### config.mk
export PLATFORM = sky130hd
export DESIGN_NAME = crc16_t_flat
export DESIGN_NICKNAME = d
export VERILOG_FILES = /design/src/rtl/crc16_t_if.sv /design/src/rtl/crc16_t.sv /design/src/flat_wrapper.sv
export SDC_FILE = /design/constraint.sdc
export NUM_CORES = 1
export LEC_CHECK = 0
export BUFFER_PORTS_ARGS = -buffer_cell sky130_fd_sc_hd__buf_2
export CAP_MARGIN = 20
export CELL_PAD_IN_SITES_DETAIL_PLACEMENT = 1
export CELL_PAD_IN_SITES_GLOBAL_PLACEMENT = 2
export CORE_ASPECT_RATIO = 1.75
export CORE_MARGIN = 2
export CORE_UTILIZATION = 32
export CTS_CLUSTER_SIZE = 10
export DETAILED_ROUTE_END_ITERATION = 16
export PLACE_DENSITY_LB_ADDON = 0.1
export SETUP_SLACK_MARGIN = 0.3
export SLEW_MARGIN = 20
export SYNTH_ARGS = -nofsm -noshare
export SYNTH_HDL_FRONTEND = slang
export SYNTH_SLANG_ARGS = --single-unit
### constraint.sdc
create_clock -name clk -period 2.2 [get_ports clk]
set_clock_uncertainty 0.1 [all_clocks]
set_input_delay 0.11 -clock clk [delete_from_list [all_inputs] [get_ports clk]]
set_output_delay 0.11 -clock clk [all_outputs]
set_load 0.005 [all_outputs]
### src/rtl/crc16_t_if.sv
// rtl/crc16_t_if.sv - link-layer and PHY byte-stream signals of crc16_t
interface crc16_t_if;
  logic       tx_data_on;
  logic       tx_sop_en;
  logic       tx_eop_en;
  logic       tx_lt_sop;
  logic       tx_lt_eop;
  logic       tx_lt_valid;
  logic       tx_lt_ready;
  logic [7:0] tx_lt_data;
  logic       tx_sop;
  logic       tx_eop;
  logic       tx_valid;
  logic       tx_ready;
  logic [7:0] tx_data;

  modport master (
    output tx_data_on, tx_lt_sop, tx_lt_eop, tx_lt_valid, tx_lt_data, tx_ready,
    input  tx_sop_en, tx_eop_en, tx_lt_ready, tx_sop, tx_eop, tx_valid, tx_data
  );

  modport slave (
    input  tx_data_on, tx_lt_sop, tx_lt_eop, tx_lt_valid, tx_lt_data, tx_ready,
    output tx_sop_en, tx_eop_en, tx_lt_ready, tx_sop, tx_eop, tx_valid, tx_data
  );
endinterface

### src/rtl/crc16_t.sv
// rtl/crc16_t.sv - DATA packet transmitter appending CRC-16/USB after the payload
module crc16_usb_byte (
  input  logic [15:0] crc_in,
  input  logic [7:0]  data,
  output logic [15:0] crc_out
);
  logic [15:0] c;

  // Reflected CRC-16: data bits enter LSB first.
  always_comb begin
    c = crc_in;
    for (int i = 0; i < 8; i++) begin
      if (c[0] ^ data[i]) c = (c >> 1) ^ 16'hA001;
      else                c = c >> 1;
    end
    crc_out = c;
  end
endmodule

module crc16_t (
  input  logic      clk,
  input  logic      rst_n,
  crc16_t_if.slave  bus
);
  typedef enum logic [1:0] {IDLE, DATA, CRC_LO, CRC_HI} state_t;

  state_t      state;
  logic [15:0] crc;
  logic [15:0] crc_next;
  logic        phy_xfer;
  logic        out_free;
  logic        lt_xfer;

  crc16_usb_byte u_crc (
    .crc_in  (crc),
    .data    (bus.tx_lt_data),
    .crc_out (crc_next)
  );

  // A disabled block counts no PHY transfer, so the output register stays busy.
  assign phy_xfer        = bus.tx_data_on && bus.tx_valid && bus.tx_ready;
  assign out_free        = !bus.tx_valid || phy_xfer;
  assign bus.tx_lt_ready = rst_n && bus.tx_data_on && out_free &&
                           (state == IDLE || state == DATA);
  assign lt_xfer         = bus.tx_lt_valid && bus.tx_lt_ready;
  assign bus.tx_sop_en   = lt_xfer && (state == IDLE) && bus.tx_lt_sop;
  assign bus.tx_eop_en   = phy_xfer && bus.tx_eop;

  always_ff @(posedge clk or negedge rst_n) begin
    if (!rst_n) begin
      state        <= IDLE;
      crc          <= 16'hFFFF;
      bus.tx_valid <= 1'b0;
      bus.tx_sop   <= 1'b0;
      bus.tx_eop   <= 1'b0;
      bus.tx_data  <= 8'h00;
    end else if (bus.tx_data_on) begin
      if (phy_xfer) bus.tx_valid <= 1'b0;
      case (state)
        IDLE: begin
          if (lt_xfer && bus.tx_lt_sop) begin
            bus.tx_valid <= 1'b1;
            bus.tx_sop   <= 1'b1;
            bus.tx_eop   <= 1'b0;
            bus.tx_data  <= bus.tx_lt_data;
            crc          <= 16'hFFFF;
            state        <= bus.tx_lt_eop ? CRC_LO : DATA;
          end
        end
        DATA: begin
          if (lt_xfer) begin
            bus.tx_valid <= 1'b1;
            bus.tx_sop   <= 1'b0;
            bus.tx_eop   <= 1'b0;
            bus.tx_data  <= bus.tx_lt_data;
            crc          <= crc_next;
            if (bus.tx_lt_eop) state <= CRC_LO;
          end
        end
        CRC_LO: begin
          if (out_free) begin
            bus.tx_valid <= 1'b1;
            bus.tx_sop   <= 1'b0;
            bus.tx_eop   <= 1'b0;
            bus.tx_data  <= ~crc[7:0];
            state        <= CRC_HI;
          end
        end
        CRC_HI: begin
          if (out_free) begin
            bus.tx_valid <= 1'b1;
            bus.tx_sop   <= 1'b0;
            bus.tx_eop   <= 1'b1;
            bus.tx_data  <= ~crc[15:8];
            state        <= IDLE;
          end
        end
        default: state <= IDLE;
      endcase
    end
  end
endmodule

### src/flat_wrapper.sv
// flat-port wrapper written by rule: the top's interface ports become plain ports
module crc16_t_flat 
  (clk, rst_n, bus_tx_data_on, bus_tx_lt_sop, bus_tx_lt_eop, bus_tx_lt_valid, bus_tx_lt_data, bus_tx_ready, bus_tx_sop_en, bus_tx_eop_en, bus_tx_lt_ready, bus_tx_sop, bus_tx_eop, bus_tx_valid, bus_tx_data);
  crc16_t_if bus_i ();
  input  logic clk;
  input  logic rst_n;
  input wire logic [$bits(bus_i.tx_data_on)-1:0] bus_tx_data_on;
  input wire logic [$bits(bus_i.tx_lt_sop)-1:0] bus_tx_lt_sop;
  input wire logic [$bits(bus_i.tx_lt_eop)-1:0] bus_tx_lt_eop;
  input wire logic [$bits(bus_i.tx_lt_valid)-1:0] bus_tx_lt_valid;
  input wire logic [$bits(bus_i.tx_lt_data)-1:0] bus_tx_lt_data;
  input wire logic [$bits(bus_i.tx_ready)-1:0] bus_tx_ready;
  output wire logic [$bits(bus_i.tx_sop_en)-1:0] bus_tx_sop_en;
  output wire logic [$bits(bus_i.tx_eop_en)-1:0] bus_tx_eop_en;
  output wire logic [$bits(bus_i.tx_lt_ready)-1:0] bus_tx_lt_ready;
  output wire logic [$bits(bus_i.tx_sop)-1:0] bus_tx_sop;
  output wire logic [$bits(bus_i.tx_eop)-1:0] bus_tx_eop;
  output wire logic [$bits(bus_i.tx_valid)-1:0] bus_tx_valid;
  output wire logic [$bits(bus_i.tx_data)-1:0] bus_tx_data;
  assign bus_i.tx_data_on = bus_tx_data_on;
  assign bus_i.tx_lt_sop = bus_tx_lt_sop;
  assign bus_i.tx_lt_eop = bus_tx_lt_eop;
  assign bus_i.tx_lt_valid = bus_tx_lt_valid;
  assign bus_i.tx_lt_data = bus_tx_lt_data;
  assign bus_i.tx_ready = bus_tx_ready;
  assign bus_tx_sop_en = bus_i.tx_sop_en;
  assign bus_tx_eop_en = bus_i.tx_eop_en;
  assign bus_tx_lt_ready = bus_i.tx_lt_ready;
  assign bus_tx_sop = bus_i.tx_sop;
  assign bus_tx_eop = bus_i.tx_eop;
  assign bus_tx_valid = bus_i.tx_valid;
  assign bus_tx_data = bus_i.tx_data;
  crc16_t u_core (.clk(clk), .rst_n(rst_n), .bus(bus_i));
endmodule
==> metrics.md, run 1 <==
| Metric | Value |
|---|---|
| Power per cell area | `1870 nW/um2` |
| Synth Area per Inst | `10.8 um2` |
| Critical Path RT | `between 2 and 2.5 ns` |
| Number of placement rows | `34` |
| Power share of the clock group | `11.7%` |
| Max transition margin | `73.1%` |
| Peak Freq | `approximately 0.52 GHz` |
| Antenna violations before repair | `0` |
| Clock transition at the registers of the reported paths | `~0.070 ns` |
| Largest fanout of any net on the critical path | `3` |
| Unique masters post-synth | `33` |
| Hold Crit Start | `bus_tx_data_on` |
| Die span in y | `97.7 um` |
| Number of clock sinks | `29` |
| Port buffer count | `28` |
| Area overhead of the layout relative to synthesis | `41.2%` |
| Internal cell power | `2.61 mW` |
| Clock tree buffer depth | `2` |
| Total number of vias | `1,368` |
| Outcome | `finished clean` |
| Net switching component of the power | `1.62 mW` |
| Final period util | `87.4%` |
| Yosys Warn Count | `0` |
| R2r setup slk | `0.28 ns` |
| Cell area after synthesis | `1600 um2` |
| Fraction of registers with async set/reset | `100%` |
| Post-Route Setup TNS | `0 ns` |
| Horizontal extent of the die | `57.5 um` |
| Reg2reg path depth | `5` |
| Post-layout min period | `1.92 ns` |
| Number of enable flip-flop cells after synthesis | `0` |
| Most frequently used flop master after synthesis | `sky130_fd_sc_hd__dfstp_2` |
| Share of cells above drive strength 1 | `53.7%` |
| Largest net degree at the start of global routing | `30` |
| Static power due to leakage | `1.01 nW` |
| Routability congestion estimate | `0.849` |
| Setup slack of the critical path after layout | `~0.28 ns` |
| Launch point of the worst reg-to-reg path | `u_core.crc[2]` |
| Average wire per standard cell | `19.3 um` |
| Total count of max-transition violations in the final report | `0` |
| Count of max-cap constraint violations | `0` |
| Diode insertion count for antenna repair | `0` |
| Initial DRT Pass Iterations | `4` |
| Wire length of the first global-routing pass | `8.06 mm` |
| Cell depth of the worst min-delay path | `2` |
| Number of routed nets with antenna violations | `0` |
| Via count normalized by instance count | `roughly 5.3` |
| Top Ports | `29` |
| Cell area reported after detailed placement | `roughly 1900 um2` |
| Post-synthesis register bit count | `29` |
| H-tree levels | `2` |
| Layout Nets | `221` |
| Setup repair after global routing missed its margin | `yes` |
| Gate count after technology mapping | `149` |
| Remaining Overflow, GRT | `0` |
| Share of the yosys chip area belonging to registers | `a little under half` |
| CTS tree | `built` |
| Class of the tightest hold or removal check | `input pin to register` |
| Critical path class | `register to register` |
| Max rail drop VDD | `~0.0011 V` |
| Number of clock buffers inserted by TritonCTS | `5` |
| Category of the worst setup path launch point | `register` |
| Die Area | `5620 um2` |
| Total power consumption of the routed design | `4.23 mW` |
| Starting DRC count in detailed routing | `52` |
| Net Count, Synth | `approximately 170` |
| Total routing resource utilization after global routing | `19.1%` |
| Final Cell Area | `2260 um2` |
| Setup crit end kind | `register` |
| Worst Hold Path EP | `u_core.bus.tx_valid` |
| Fraction of power spent switching nets | `38.2%` |
| Worst setup slack before clock tree synthesis | `about 0.00067 ns` |
| Worst slack on hold paths | `0.0620 ns` |
| Share of total power in sequential cells | `between 20% and 30%` |
| Post-DP HPWL | `between 3 and 4 mm` |
| Final WL | `~5 mm` |
| Combinational fraction of design power | `roughly three fifths` |
| Worst-margin pin slew | `between 0.4 and 0.5 ns` |
| Fill cell count | `545` |
| Root Buffer | `sky130_fd_sc_hd__clkbuf_8` |
| Floorplan core area | `4890 um2` |
| DR DRC count | `0` |
| Crit path DAT | `2.03 ns` |
| Number of setup violations in the final report | `0` |
| Clock insertion delay at the later pin of the skew report | `0.28 ns` |
| Critical R2R Capture | `u_core.crc[14]` |
| Initial cell density of the core | `32.8%` |
| Final Hold Fails | `0` |
| Via count of the first global-routing pass | `around 1,500` |
## how the worst max path moves through the flow
stage	slack, ns	start	end
after global routing	0.19	u_core.crc[2]	u_core.crc[14]
after detailed placement	0.0007	u_core.state[1]	u_core.bus.tx_eop
after global placement	0.12	u_core.state[1]	u_core.bus.tx_data[6]
after CTS	0.25	u_core.state[0]	u_core.bus.tx_data[6]
after floorplan	0.1	u_core.state[1]	u_core.bus.tx_data[0]
final	0.28	u_core.crc[2]	u_core.crc[14]
## per-stage QoR
step | utilization, % | instances
after global placement | 39.0 | 234
after global routing | 46.3 | 257
after detailed placement | 39.0 | 234
after CTS | 43.9 | 251
after floorplan | - | 149
final | 46.3 | 257
## cells in the final DEF (no fill, tap or decap), types with 2 or more instances in the layout
cell type / n
sky130_fd_sc_hd__o22a_1: 6
sky130_fd_sc_hd__inv_2: 2
sky130_fd_sc_hd__and3_4: 3
sky130_fd_sc_hd__o22ai_1: 2
sky130_fd_sc_hd__a22o_1: 2
sky130_fd_sc_hd__o31ai_1: 2
sky130_fd_sc_hd__a21oi_1: 8
sky130_fd_sc_hd__o21ai_0: 3
sky130_fd_sc_hd__nand2_1: 14
sky130_fd_sc_hd__dfrtp_1: 13
sky130_fd_sc_hd__ha_1: 2
sky130_fd_sc_hd__ha_4: 2
sky130_fd_sc_hd__a21oi_2: 2
sky130_fd_sc_hd__buf_4: 17
sky130_fd_sc_hd__o221ai_1: 8
sky130_fd_sc_hd__mux2_4: 9
sky130_fd_sc_hd__buf_2: 28
sky130_fd_sc_hd__clkinv_2: 2
sky130_fd_sc_hd__clkbuf_8: 7
sky130_fd_sc_hd__xor2_1: 3
sky130_fd_sc_hd__nor2_1: 13
sky130_fd_sc_hd__dfstp_2: 16
sky130_fd_sc_hd__xnor2_1: 7
sky130_fd_sc_hd__buf_6: 3
sky130_fd_sc_hd__inv_1: 5
sky130_fd_sc_hd__xnor2_2: 6
## power groups by stage
stage               registers (mW)  logic, mW  clock network, mW
floorplan                     1.12       1.53                  0
global placement              1.13       1.99                  0
detailed placement            1.15       2.06                  0
CTS                           1.15       2.35              0.512
global route                  1.21       2.79              0.542
finish                        1.16       2.57              0.494
## area by class of cell
type	count	area (um2)	area share (%)
multi-input cells	109	1010	44.5
flip-flops and latches	29	746	32.9
repair buffers	49	312	13.8
clock buffers	7	96.3	4.25
well taps	54	67.6	2.98
inverters	8	31.3	1.38
clock inverters	1	5.00	0.221
## synthesized netlist by cell type, types with 2 or more instances
cell type | instances | area, um2
sky130_fd_sc_hd__a21oi_1 | 10 | 50.1
sky130_fd_sc_hd__nor2_1 | 14 | 52.6
sky130_fd_sc_hd__o31ai_1 | 2 | 15.0
sky130_fd_sc_hd__dfrtp_1 | 13 | 325
sky130_fd_sc_hd__and3_1 | 2 | 12.5
sky130_fd_sc_hd__nand2_1 | 15 | 56.3
sky130_fd_sc_hd__a22o_1 | 2 | 17.5
sky130_fd_sc_hd__ha_1 | 4 | 50.1
sky130_fd_sc_hd__xnor2_1 | 14 | 123
sky130_fd_sc_hd__dfstp_2 | 16 | 420
sky130_fd_sc_hd__xor2_1 | 4 | 35.0
sky130_fd_sc_hd__mux2_2 | 9 | 101
sky130_fd_sc_hd__o22ai_1 | 2 | 12.5
sky130_fd_sc_hd__o22a_1 | 6 | 52.6
sky130_fd_sc_hd__o221ai_1 | 8 | 70.1
sky130_fd_sc_hd__buf_2 | 2 | 10.0
sky130_fd_sc_hd__inv_1 | 7 | 26.3
sky130_fd_sc_hd__o21ai_0 | 4 | 20.0
## state kept, by name, summed over array words and instances (netlist names)
| name | flops |
|---|---|
| u_core.crc | 16 |
| u_core.bus.tx_sop | 1 |
| u_core.bus.tx_valid | 1 |
| u_core.state | 2 |
| u_core.bus.tx_eop | 1 |
| u_core.bus.tx_data | 8 |
## worst max-delay path: stages, from the launching register on
cell	delay (ns)
sky130_fd_sc_hd__dfstp_2	0.56
sky130_fd_sc_hd__xnor2_2	0.17
sky130_fd_sc_hd__xnor2_2	0.16
sky130_fd_sc_hd__xnor3_2	0.51
sky130_fd_sc_hd__xor2_1	0.19
sky130_fd_sc_hd__a21oi_1	0.16
## repair_timing
item                                    in CTS  in global routing
buffers inserted                             7                  5
endpoints found under the setup margin      30                 28
resized for setup                           15                 14
hold buffers                                 1                  0
gates cloned                                 1                  1
endpoints found under the hold margin       13                  0
pin swaps                                    8                  9
## per-layer routing
metal	share of wire (%)	GRT usage [%]	vias up
met4	2.5	9.48	0
met1	38	20.6	697
met5	0	0	-
li1	-	-	639
met3	2.1	2.80	8
met2	57	34.5	24
## logic make-up (layout without fill, tap and decap cells)
family / after synthesis / after routing / share of synthesized area [%]
multiplexers: 9 / 9 / 6.32
AND/OR/NAND/NOR: 36 / 37 / 10.1
flip-flops: 29 / 29 / 46.5
AO/OA/AOI/OAI: 38 / 38 / 17.0
adder cells (fa/ha/maj): 4 / 4 / 3.12
buffers and inverters: 12 / 65 / 3.20
XOR/XNOR: 21 / 21 / 13.7
No activity file was read; power rests on OpenSTA's default activity.
==> run 2: changes to the inputs <==
- CORE_UTILIZATION: 32 -> 33
- SYNTH_HIERARCHICAL: default -> 1
==> metrics.md, run 2 <==
| Metric | Value |
|---|---|
| Yosys Warn Count | `6` |
| Origin of the worst setup path | `u_core/crc[3]` |
| Gate count after technology mapping | `around 140` |
| Top Ports | `29` |
| Cell area after synthesis | `1680 um2` |
| Number of flip-flops under the largest register name | `16` |
| Power per cell area | `1830 nW/um2` |
| Final period util | `89.6%` |
| Post-synthesis register bit count | `29` |
| Horizontal extent of the die | `57.9 um` |
| Post-layout min period | `slightly below 2 ns` |
| Number of clock sinks | `29` |
| Count of max-cap constraint violations | `0` |
| Largest net degree at the start of global routing | `29` |
| Fraction of power spent switching nets | `36.4%` |
| Total count of max-transition violations in the final report | `0` |
| Max transition margin | `73.1%` |
| Via count normalized by instance count | `5.22` |
| Worst-margin pin slew | `0.400 ns` |
| Post-Route Setup TNS | `0 ns` |
| Critical path class | `register to register` |
| Peak Freq | `0.507 GHz` |
| Share of the yosys chip area belonging to registers | `approximately 44%` |
| Floorplan core area | `4930 um2` |
| Setup repair after global routing missed its margin | `yes` |
| Starting DRC count in detailed routing | `30` |
| Largest fanout of any net on the critical path | `3` |
| Die Area | `around 5700 um2` |
| Total power consumption of the routed design | `4.22 mW` |
| Combinational fraction of design power | `between 60% and 70%` |
| Port buffer count | `28` |
| Synth cell count leaders | `16 x sky130_fd_sc_hd__dfstp_2, 16 x sky130_fd_sc_hd__o22a_1, 15 x sky130_fd_sc_hd__nand2_1, 15 x sky130_fd_sc_hd__xnor2_1, 13 x sky130_fd_sc_hd__dfrtp_1` |
| Routability congestion estimate | `0.835` |
| Total routing resource utilization after global routing | `18.7%` |
| Via count of the first global-routing pass | `1,502` |
| Footprint of the flip-flops and latches | `between 700 and 800 um2` |
| DR DRC count | `0` |
| Setup crit end kind | `register` |
| Die span in y | `98.4 um` |
| Outcome | `finished clean` |
| Unique masters post-synth | `32` |
| Fill cell count | `552` |
| Post-DP HPWL | `approximately 3.2 mm` |
| Final Hold Fails | `0` |
| Highest-count cells in the layout ignoring fill and taps | `28 x sky130_fd_sc_hd__buf_2, 17 x sky130_fd_sc_hd__buf_4, 16 x sky130_fd_sc_hd__o22a_1, 16 x sky130_fd_sc_hd__dfstp_2, 15 x sky130_fd_sc_hd__nand2_1` |
| Static power due to leakage | `0.995 nW` |
| Average wire per standard cell | `between 15 and 20 um` |
| Top post-synthesis cells by area | `sky130_fd_sc_hd__dfstp_2 25%, sky130_fd_sc_hd__dfrtp_1 19%, sky130_fd_sc_hd__o22a_1 8.3%` |
| Biggest area consumer among synthesized cells | `sky130_fd_sc_hd__dfstp_2` |
| Critical Path RT | `2.30 ns` |
| Antenna violations before repair | `0` |
| Crit path DAT | `2.07 ns` |
| Category of the worst setup path launch point | `register` |
| Total number of vias | `1,290` |
| Wire length of the first global-routing pass | `7.93 mm` |
| Max rail drop VDD | `between 0.0008 and 0.0009 V` |
| Share of cells above drive strength 1 | `54.4%` |
| Share of the core filled with cells | `46.6%` |
| Hold Crit Start | `bus_tx_data_on` |
| Number of setup violations in the final report | `0` |
| Net switching component of the power | `1.53 mW` |
| Initial cell density of the core | `34.1%` |
| H-tree levels | `2` |
| Multi-input gate area | `slightly above 1000 um2` |
| Net Count, Synth | `162` |
| Clock tree buffer depth | `2` |
| Clock insertion delay at the later pin of the skew report | `0.28 ns` |
| Number of routed nets with antenna violations | `0` |
| Root Buffer | `sky130_fd_sc_hd__clkbuf_8` |
| Largest registers in the final layout | `u_core/crc (16), u_core/bus.tx_data (8), u_core/state (2)` |
| Most frequently used flop master after synthesis | `sky130_fd_sc_hd__dfstp_2` |
| Class of the tightest hold or removal check | `input pin to register` |
| Initial DRT Pass Iterations | `4` |
| Number of enable flip-flop cells after synthesis | `0` |
| Number of clock buffers inserted by TritonCTS | `5` |
| Commonest non-fill, non-tap cell in the layout | `sky130_fd_sc_hd__buf_2` |
| Area overhead of the layout relative to synthesis | `36.9%` |
| Remaining Overflow, GRT | `0` |
| Fraction of synthesized cell area taken by the top area cell type | `25.0%` |
| Share of total power in sequential cells | `27.3%` |
| Clock transition at the registers of the reported paths | `0.06 ns` |
| Fraction of registers with async set/reset | `100%` |
| Layout Nets | `211` |
| Launch point of the worst reg-to-reg path | `u_core/crc[3]` |
| Synth Area per Inst | `11.8 um2` |
| Power share of the clock group | `a little over a tenth` |
| Internal cell power | `between 2 and 3 mW` |
| CTS tree | `built` |
| Number of placement rows | `34` |
| Register with the most flip-flops | `u_core/crc` |
| Diode insertion count for antenna repair | `0` |
| Final WL | `4.68 mm` |
[run 2: metrics by stage]
step | instances | worst slack, ns | hold WS (ns) | cell area (um2)
final | 247 | 0.228 | 0.0381 | 2300
after global routing | 247 | 0.174 | 0.0875 | 2300
after CTS | 244 | 0.223 | 0.0289 | 2240
after detailed placement | 222 | 0.0517 | -0.180 | 1900
after global placement | 222 | 0.122 | -0.181 | 1900
after floorplan | 143 | 0.313 | -0.286 | 1700
[run 2: path summary, 6_finish.rpt]
check	endpoint	slack [ns]	cells past startpoint
hold / removal	u_core/bus.tx_valid	0.04	3
setup reg to reg	u_core/crc[0]	0.23	5
hold reg to reg	u_core/bus.tx_data[6]	0.41	1
max in group asynchronous	u_core/crc[2]	1.27	3
min in group asynchronous	u_core/bus.tx_valid	0.11	2
setup / recovery	u_core/crc[0]	0.23	5
[run 2: cell type report]
cell class	count	share of cell area (%)
inverters	7	1.25
repair buffers	51	15.5
clock buffers	8	3.92
well taps	54	2.94
flip-flops and latches	29	32.4
multi-input cells	98	44.0
[run 2: cell families after synthesis]
kind of cell	synth area share (%)
compound gates	16.6
xor+xnor	12.7
fa+ha+maj	2.98
buf+inv	5.66
flops	44.4
mux	8.41
simple gates	9.23
[run 2: power by group through the flow]
stage	clock (mW)	combinational (mW)	sequential, mW
after floorplan	0	1.54	1.10
after global placement	0	1.97	1.12
after detailed placement	0	2.02	1.14
after CTS	0.466	2.52	1.14
after global routing	0.488	2.85	1.20
final	0.441	2.62	1.15
[run 2: repair_timing]
action                                  4_1_cts  5_1_grt
resized for setup                            27        9
cloned                                        1        0
hold buffers                                  1        0
setup buffers                                12        3
hold endpoints to repair                     13        0
endpoints found under the setup margin       27       12
pin swaps                                    11        9
[run 2: critical path, stage by stage, from the launching register on]
cell                      delay, ns
sky130_fd_sc_hd__dfstp_2       0.58
sky130_fd_sc_hd__xor2_4        0.19
sky130_fd_sc_hd__xnor2_2       0.14
sky130_fd_sc_hd__xor3_2        0.51
sky130_fd_sc_hd__xnor3_1       0.21
sky130_fd_sc_hd__o22a_1        0.17
[run 2: layer usage]
metal / track usage, % / wire length, um
met1: 21.0 / 1710
met2: 33.3 / 2690
met5: 0 / 0
met3: 2.78 / 127
met4: 8.94 / 146
==> run 3: changes to the inputs <==
- ABC_AREA: default -> 1
- CORE_UTILIZATION: 33 -> 31
==> metrics.md, run 3 <==
| Metric | Value |
|---|---|
| Outcome | `complete, but fails checks` |
| Violations in the final reports | `negative setup slack` |
| Commonest non-fill, non-tap cell in the layout | `sky130_fd_sc_hd__nand2_1` |
| Number of clock buffers inserted by TritonCTS | `5` |
| Fraction of registers with async set/reset | `100%` |
| Most frequently used flop master after synthesis | `sky130_fd_sc_hd__dfstp_2` |
| R2r setup slk | `-0.06 ns` |
| Total number of vias | `2,092` |
| Static power due to leakage | `roughly 1.6 nW` |
| Worst-margin pin slew | `about 0.40 ns` |
| Largest net degree at the start of global routing | `30` |
| Class of the tightest hold or removal check | `input pin to register` |
| Max rail drop VDD | `about 0.00066 V` |
| Cell area after synthesis | `2230 um2` |
| Synth cell count leaders | `89 x sky130_fd_sc_hd__nand2_1, 27 x sky130_fd_sc_hd__nand3_1, 21 x sky130_fd_sc_hd__inv_1` |
| Initial DRT Pass Iterations | `4` |
| Die Area | `7930 um2` |
| Die span in y | `116 um` |
| H-tree levels | `2` |
| Setup repair after global routing missed its margin | `yes` |
| Cell repeated most along the worst path | `sky130_fd_sc_hd__nand2_4` |
| Wire length of the first global-routing pass | `11.3 mm` |
| Clock tree buffer depth | `2` |
| Setup crit end kind | `register` |
| Initial cell density of the core | `between 30% and 40%` |
| Clock transition at the registers of the reported paths | `0.06 ns` |
| Internal cell power | `3.25 mW` |
| Combinational fraction of design power | `69.2%` |
| Routability congestion estimate | `0.736` |
| Met3 wire length | `143 um` |
| Horizontal extent of the die | `68.2 um` |
| Post-DP HPWL | `approximately 5.2 mm` |
| Number of clock sinks | `29` |
| Share of cells above drive strength 1 | `between 50% and 60%` |
| Max stage delay on crit path | `between 0.5 and 0.6 ns` |
| Origin of the worst setup path | `u_core/crc[0]` |
| Largest registers in the final layout | `u_core/crc (16), u_core/bus.tx_data (8), u_core/state (2)` |
| Share of total power in sequential cells | `19.8%` |
| Critical R2R Capture | `u_core/crc[13]` |
| Number of routed nets with antenna violations | `0` |
| Unique masters post-synth | `31` |
| Register with the most flip-flops | `u_core/crc` |
| Number of placement rows | `41` |
| Gate count after technology mapping | `around 270` |
| Final WL | `7.32 mm` |
| Most frequent cell after synthesis | `sky130_fd_sc_hd__nand2_1` |
| Category of the worst setup path launch point | `register` |
| Via count normalized by instance count | `4.93` |
| Via count of the first global-routing pass | `2,127` |
| Root Buffer | `sky130_fd_sc_hd__clkbuf_16` |
| Power share of the clock group | `between 10 and 15%` |
| Peak Freq | `0.442 GHz` |
| Worst slack on hold paths | `approximately 0.038 ns` |
| Total count of max-transition violations in the final report | `0` |
| Starting DRC count in detailed routing | `47` |
| Amount of wire on met2 after detailed routing | `around 4.3 mm` |
| Clock insertion delay at the later pin of the skew report | `0.28 ns` |
| Fraction of synthesized cell area taken by the top area cell type | `18.8%` |
| Reg2reg path depth | `18` |
| Layout Nets | `between 300 and 400` |
| Highest layer used for signal routing | `met4` |
| Post-layout min period | `between 2 and 2.5 ns` |
| Largest fanout of any net on the critical path | `4` |
| Final period util | `103%` |
| Biggest area consumer among synthesized cells | `sky130_fd_sc_hd__dfstp_2` |
| Fraction of power spent switching nets | `46.6%` |
| Highest-count cells in the layout ignoring fill and taps | `81 x sky130_fd_sc_hd__nand2_1, 29 x sky130_fd_sc_hd__buf_4, 28 x sky130_fd_sc_hd__buf_2` |
| Power per cell area | `between 1500 and 2000 nW/um2` |
| Setup slack of the critical path after layout | `-0.0649 ns` |
| Post-synthesis register bit count | `29` |
| Cell Chain, Critical Path | `inv_2 > nand2_2 > nand2_2 > nand2_4 > nand3_4 > nand2_4 > nand2_4 > nand3_4 > nand2_4 > nand2_4 > nand3_4 > nand2_4 > nand2_4 > nand3_2 > nand2_2 > or2_4 > nand3_2 > nand2_1` |
| Net switching component of the power | `2.83 mW` |
| Critical path class | `register to register` |
| Cell depth of the worst min-delay path | `3` |
| Share of the yosys chip area belonging to registers | `approximately 33%` |
| Worst Hold Path EP | `u_core/bus.tx_valid` |
| Diode insertion count for antenna repair | `0` |
| Max transition margin | `73.2%` |
| Count of max-cap constraint violations | `0` |
| DR DRC count | `0` |
| Total power consumption of the routed design | `6.09 mW` |
| Synth Area per Inst | `8.25 um2` |
| Number of setup violations in the final report | `7` |
| Number of flip-flops under the largest register name | `16` |
| Launch point of the worst reg-to-reg path | `u_core/crc[0]` |
| Floorplan core area | `slightly above 7000 um2` |
| Yosys Warn Count | `6` |
| Hold Crit Start | `bus_tx_data_on` |
| Number of enable flip-flop cells after synthesis | `0` |
| Top post-synthesis cells by area | `sky130_fd_sc_hd__dfstp_2 19%, sky130_fd_sc_hd__nand2_1 15%, sky130_fd_sc_hd__dfrtp_1 15%` |
| Average wire per standard cell | `17.3 um` |
| Total routing resource utilization after global routing | `19.9%` |
| Antenna violations before repair | `0` |
| Net Count, Synth | `290` |
| Remaining Overflow, GRT | `0` |
| Critical Path RT | `2.31 ns` |
| Final Hold Fails | `0` |
| Crit path DAT | `2.37 ns` |
| Slowest CP cell | `sky130_fd_sc_hd__dfstp_2` |
| CTS tree | `built` |
| Area overhead of the layout relative to synthesis | `45.2%` |
| Port buffer count | `28` |
| Top Ports | `29` |
| Wire length the detailed router placed on met1 | `around 2.6 mm` |
| Worst setup slack before clock tree synthesis | `-0.147 ns` |
[run 3: cell families after synthesis]
kind of cell,Yosys count,share of synthesized area [%]
buf+inv,35,8.01
xor+xnor,14,9.52
fa+ha+maj,4,2.24
compound gates,12,5.15
simple gates,177,41.7
flops,29,33.4
[run 3: worst max-delay path by stage]
stage	endpoint	slack, ns
after global placement	u_core/crc[13]	-0.14
after CTS	u_core/crc[13]	-0.09
after floorplan	u_core/crc[13]	0.002
after detailed placement	u_core/crc[13]	-0.15
final	u_core/crc[13]	-0.06
after global routing	u_core/crc[13]	-0.21
[run 3: layout make-up]
| class | count | area (um2) |
|---|---|---|
| inverters | 23 | 90.1 |
| fillers | 854 | 3830 |
| repair buffers | 70 | 541 |
| multi-input cells | 208 | 1620 |
| well taps | 86 | 108 |
| clock buffers | 5 | 125 |
| flip-flops and latches | 29 | 747 |
| clock inverters | 3 | 17.5 |
[run 3: what timing repair did]
action,CTS,global route
pin swaps,26,18
setup endpoints to repair,29,29
hold buffers,1,0
hold endpoints to repair,13,0
gates resized for setup,34,21
gates cloned,2,0
buffers inserted,13,9
[run 3: power groups by stage]
stage	Combinational, mW	Clock [mW]	Sequential [mW]
after floorplan	2.46	0	1.17
final	4.21	0.667	1.21
after CTS	4.00	0.687	1.21
after detailed placement	3.36	0	1.22
after global placement	3.35	0	1.21
after global routing	4.60	0.709	1.24
[run 3: metal layers]
| metal | GRT usage, % | vias up |
|---|---|---|
| met5 | 0 | - |
| met4 | 8.27 | 0 |
| met3 | 2.70 | 14 |
| met2 | 37.7 | 28 |
| met1 | 21.0 | 1041 |
| li1 | - | 1009 |
[run 3: through the flow]
| step | utilization (%) | cell area (um2) | TNS (ns) | std cells |
|---|---|---|---|---|
| floorplan | - | 2350 | 0 | 271 |
| global placement | 37.5 | 2660 | -0.313 | 391 |
| detailed placement | 37.5 | 2660 | -0.421 | 391 |
| CTS | 43.8 | 3100 | -0.340 | 415 |
| global route | 45.8 | 3250 | -1.22 | 424 |
| finish | 45.8 | 3250 | -0.211 | 424 |
[run 3: critical path: cells and delay by family (launching register included)]
family,cells,cell delay [ns]
buffers and inverters,1,0.06
AND/OR/NAND/NOR,17,1.46
flip-flops,1,0.57
